`src/rtl/arith_pkg.sv`:
```
// Shared definitions for the serial arithmetic blocks (adder and subtractor side).
// Holds the common FSM state type and the default datapath width.
package arith_pkg;

  localparam int ARITH_W = 8;

  typedef enum logic [1:0] {
    IDLE = 2'd0,
    RUN  = 2'd1,
    DONE = 2'd2
  } arith_state_e;

endpackage

```
`src/rtl/full_adder.sv`:
```
// One-bit combinational full adder; the mirror of the full subtractor cell.
module full_adder (
  input  logic a,
  input  logic b,
  input  logic cin,
  output logic sum,
  output logic cout
);

  assign sum  = a ^ b ^ cin;
  assign cout = (a & b) | (cin & (a ^ b));

endmodule

```
`src/rtl/serial_adder.sv`:
```
// Bit-serial N-bit adder: one full-adder cell and a carry flop, LSB first,
// with valid/ready handshakes on the operand and result sides.
module serial_adder
  import arith_pkg::*;
#(
  parameter  int N  = ARITH_W,
  localparam int CW = $clog2(N) + 1
) (
  input  logic         clk,
  input  logic         rst,
  input  logic         in_valid,
  output logic         in_ready,
  input  logic [N-1:0] a,
  input  logic [N-1:0] b,
  input  logic         cin,
  output logic         out_valid,
  input  logic         out_ready,
  output logic [N-1:0] sum,
  output logic         cout,
  output logic         busy
);

  arith_state_e  state_q, state_d;
  logic [N-1:0]  a_sh_q, a_sh_d;
  logic [N-1:0]  b_sh_q, b_sh_d;
  logic [N-1:0]  res_q, res_d;
  logic [N-1:0]  sum_q, sum_d;
  logic          carry_q, carry_d;
  logic          cout_q, cout_d;
  logic [CW-1:0] cnt_q, cnt_d;
  logic          cell_sum, cell_cout;

  full_adder u_fa (
    .a    (a_sh_q[0]),
    .b    (b_sh_q[0]),
    .cin  (carry_q),
    .sum  (cell_sum),
    .cout (cell_cout)
  );

  // NOTE: state is updated only with non-blocking assignments so every flop
  // samples the pre-edge value of its neighbours, as real hardware does.
  always_ff @(posedge clk or posedge rst) begin
    if (rst) begin
      state_q <= IDLE;
      a_sh_q  <= '0;
      b_sh_q  <= '0;
      res_q   <= '0;
      sum_q   <= '0;
      carry_q <= 1'b0;
      cout_q  <= 1'b0;
      cnt_q   <= '0;
    end else begin
      state_q <= state_d;
      a_sh_q  <= a_sh_d;
      b_sh_q  <= b_sh_d;
      res_q   <= res_d;
      sum_q   <= sum_d;
      carry_q <= carry_d;
      cout_q  <= cout_d;
      cnt_q   <= cnt_d;
    end
  end

  always_comb begin
    // NOTE: every signal gets a default before the case so no path leaves it
    // unassigned, which would otherwise infer a latch.
    state_d   = state_q;
    a_sh_d    = a_sh_q;
    b_sh_d    = b_sh_q;
    res_d     = res_q;
    sum_d     = sum_q;
    carry_d   = carry_q;
    cout_d    = cout_q;
    cnt_d     = cnt_q;
    in_ready  = 1'b0;
    out_valid = 1'b0;
    busy      = 1'b0;

    unique case (state_q)
      IDLE: begin
        in_ready = 1'b1;
        if (in_valid) begin
          a_sh_d  = a;
          b_sh_d  = b;
          carry_d = cin;
          cnt_d   = '0;
          state_d = RUN;
        end
      end
      RUN: begin
        busy    = 1'b1;
        a_sh_d  = a_sh_q >> 1;
        b_sh_d  = b_sh_q >> 1;
        res_d   = {cell_sum, res_q[N-1:1]};
        carry_d = cell_cout;
        cnt_d   = cnt_q + CW'(1);
        // Result registers load only on the last bit so they hold through IDLE/RUN.
        if (cnt_q == CW'(N - 1)) begin
          sum_d   = {cell_sum, res_q[N-1:1]};
          cout_d  = cell_cout;
          state_d = DONE;
        end
      end
      DONE: begin
        out_valid = 1'b1;
        if (out_ready) state_d = IDLE;
      end
      default: state_d = IDLE;
    endcase
  end

  assign sum  = sum_q;
  assign cout = cout_q;

endmodule

```
`config.mk`:
```
export PLATFORM = sky130hd
export DESIGN_NAME = serial_adder
export DESIGN_NICKNAME = d
export VERILOG_FILES = /design/src/rtl/arith_pkg.sv /design/src/rtl/full_adder.sv /design/src/rtl/serial_adder.sv
export SDC_FILE = /design/constraint.sdc
export NUM_CORES = 1
export LEC_CHECK = 0
export CAP_MARGIN = 20
export CORE_MARGIN = 2
export CORE_UTILIZATION = 49
export DETAILED_ROUTE_END_ITERATION = 8
export PLACE_DENSITY_LB_ADDON = 0.12
export RECOVER_POWER = 100
export SYNTH_ARGS = -nofsm -noshare
export SYNTH_HDL_FRONTEND = slang
export SYNTH_SLANG_ARGS = --single-unit
```
`constraint.sdc`:
```
create_clock -name clk -period 1.86 [get_ports clk]
set_clock_uncertainty 0.2 [all_clocks]
set_input_delay 0.465 -clock clk [delete_from_list [all_inputs] [get_ports clk]]
set_output_delay 0.465 -clock clk [all_outputs]
set_load 0.01 [all_outputs]
```
==> impl_metrics.tcl, run 1 <==
set metrics [dict create \
    cp.arrival_ps 1180 \
    dieHeight_um 63.4 \
    synth_xor_xnor_area_share 0 \
    antenna_left 0 \
    worstMarginPinSlew_ps 934 \
    setup-tns-final_ps 0 \
    crit_fanout 3 \
    cts_root_buf "clkbuf_4" \
    cts_tree "yes" \
    netlist_instances 165 \
    first_global_vias 1339 \
    core_area_um2 3360 \
    switchingPower_uw 1130 \
    hpwl_mm 2.44 \
    muxShareOfSynthArea 0.0644 \
    routedWlPerCell_um 13.6 \
    min_path_type "flop to flop" \
    cts_hold_buf 0 \
    firstDrtPassIters 4 \
    drc 0 \
    power_leakage_uw 0.00111 \
    grt_overflow 0 \
    hold_viol_final 0 \
    fp-row-count 21 \
    chipWidth_um 63.4 \
    min_period_over_period 0.992 \
    final-setup-viol-count 0 \
    swShare 0.347 \
    synth_top_family_by_area "simple AND/OR/NAND/NOR gates" \
    synth_compound_area_frac 0.153 \
    ios 33 \
    pwr-share-comb 0.390 \
    cts.clk_slew.worst_paths_ps 110 \
    dp_cells 248 \
    dieArea_um2 4020 \
    ys_warn_count 0 \
    grt_max_degree 40 \
    viasPerCell 5.31 \
    whs_path_depth 2 \
    reg2reg_slack_ps 50 \
    crit_required_ps 1190 \
    syn-num-nets 188 \
    regToRegStartpoint "state_q[1]" \
    critPathKind "flop to primary output" \
    htree_levels 2 \
    drt-total-wl_mm 3.56 \
    numCtsBuffers 5 \
    peakVddDrop_uv 691 \
    status "completed" \
    filler_cell_count 304 \
    power.share.clock 0.174 \
    clk_latency_ps 350 \
    p_int_uw 2130 \
    reg2reg_depth 6 \
    clock-sinks 39 \
    grt_first_pass_wirelength_mm 6.11 \
    power_density_nw_per_um2 1400 \
    end_kind "primary output" \
    reg2reg_to "cout" \
    grt_use_total 0.197 \
    fmax_mhz 542 \
    synth-seq-area-share 0.564 \
    area_growth_pct 34.5 \
    slew_viol_final 0 \
    initial_core_util 0.514 \
    synth-adder-area-share 0.0188 \
    num_antenna_cells 0 \
    start_kind "flop" \
    antenna_found_initial 0 \
    hp-start "res_q[1]" \
    vias 1385 \
    maxCapViolCount 0 \
    drt_iter0_markers 83 \
    seq_power_share 0.436 \
    ys_types 24 \
    hold_end "res_q[1]" \
    rsz0062_at_grt "true" \
    period_minus_slack_ps 1840 \
    relSlewSlack 0.377 \
    drive_above_1_share 0.209 \
    cts_buffer_depth 2 \
    final_cell_count_no_fill 261 \
    port_buffers 32 \
    synth-seq-cells 39 \
    gp_congestion 0.733 \
    synth-simple-area-share 0.169 \
    avgSynthCellArea_um2 10.5 \
    fin_nets 237 \
    synth.cell_area_um2 1730 \
]
sequential cells by signal, summed over array words and instances, names as in the netlist:
signal   flops
a_sh_q       8
b_sh_q       8
carry_q      1
cnt_q        4
cout         1
res_q        7
state_q      2
sum          8
power groups by stage:
stage               registers (uW)  clock network [uW]  logic [uW]
global route                  1470                 631        1420
detailed placement            1450                   0        1260
finish                        1420                 568        1270
floorplan                     1430                   0         720
CTS                           1420                 590        1280
global placement              1420                   0        1210
worst max-delay path by stage:
stage	start	endpoint	slack, ps	depth (start not counted)
floorplan	cnt_q[0]	cout	220	4
global route	state_q[1]	in_ready	-40	4
finish	state_q[1]	in_ready	20	4
detailed placement	in_valid	cnt_q[3]	-260	4
CTS	state_q[1]	in_ready	-30	4
global placement	in_valid	cnt_q[3]	-160	4
Yosys cell counts:
cell,instances,area share
a22oi_1,10,0.043
nor3_4,1,0.0094
fa_1,1,0.012
clkbuf_1,4,0.0087
a21o_1,1,0.0043
inv_1,3,0.0065
nand2b_4,1,0.0080
nor2b_2,1,0.0051
ha_1,1,0.0072
o21bai_2,1,0.0065
a21oi_1,11,0.032
o21ai_0,18,0.052
and3b_1,5,0.025
nand2_1,38,0.082
a22o_1,2,0.010
mux2i_1,1,0.0058
buf_2,5,0.014
dfrtp_1,39,0.56
o311ai_0,1,0.0051
nand2b_1,1,0.0036
nand3_1,2,0.0058
nor2_1,2,0.0043
nor2b_1,7,0.025
mux2_2,9,0.059
per-stage QoR:
stage | power (uW) | hold slack (ps) | cell area, um2 | worst slack (ps) | utilization
4_1_cts | 3290 | 259 | 2330 | -26.6 | 0.692
5_1_grt | 3520 | 318 | 2330 | -40.9 | 0.692
3_3_place_gp | 2630 | 254 | 2200 | -164 | 0.653
2_1_floorplan | 2150 | 240 | 1730 | 223 | -
3_5_place_dp | 2700 | 258 | 2200 | -265 | 0.653
6_report | 3260 | 282 | 2330 | 15.5 | 0.692
critical path, cell delays in order (launching register included):
cell	delay, ps
dfrtp_1	410
buf_6	120
buf_6	110
nor2_4	80
buf_6	110
logic make-up (layout without fill, tap and decap cells):
| kind of cell | Yosys count | after routing |
|---|---|---|
| flops | 39 | 39 |
| mux | 10 | 10 |
| compound gates | 44 | 44 |
| fa+ha+maj | 2 | 2 |
| buf+inv | 12 | 62 |
| simple gates | 58 | 58 |
cells in the final DEF (no fill, tap or decap), types with 2 or more instances in the layout:
cell	synthesis	layout
a21oi_1	11	11
a22o_1	2	2
a22oi_1	10	10
and3b_1	5	5
buf_4	0	13
buf_6	0	6
clkbuf_4	0	5
clkdlybuf4s50_1	0	19
dfrtp_1	39	39
dlygate4sd2_1	0	9
inv_1	3	2
mux2_2	9	9
nand2_1	38	38
nand3_1	2	2
nor2b_1	7	6
o21ai_0	18	18
repair_timing:
item                       in CTS  in global routing
buffers inserted                4                  2
setup endpoints to repair      13                 12
resized for setup              32                  3
pin swaps                       1                  2
routing by layer:
layer / up-vias / part of all wire / track usage
li1: 664 / - / -
met1: 674 / 0.42 / 0.237
met2: 42 / 0.50 / 0.333
met3: 5 / 0.061 / 0.0661
met4: 0 / 0.014 / 0.0652
met5: - / 0 / 0
cell type report:
| cell class | count | area (um2) | share of cell area |
|---|---|---|---|
| inverters | 3 | 13.8 | 0.00592 |
| well taps | 46 | 57.6 | 0.0247 |
| multi-input cells | 114 | 724 | 0.311 |
| clock inverters | 3 | 43.8 | 0.0188 |
| repair buffers | 51 | 473 | 0.203 |
| flip-flops and latches | 39 | 976 | 0.420 |
| clock buffers | 5 | 37.5 | 0.0161 |
Power figures use the tool's default switching activity.
==> inputs of run 2 (changes only) <==
- CAP_MARGIN: 20 -> 0
==> results of run 2 <==
The final DEF is identical to that of run 1; final timing and power are the same.
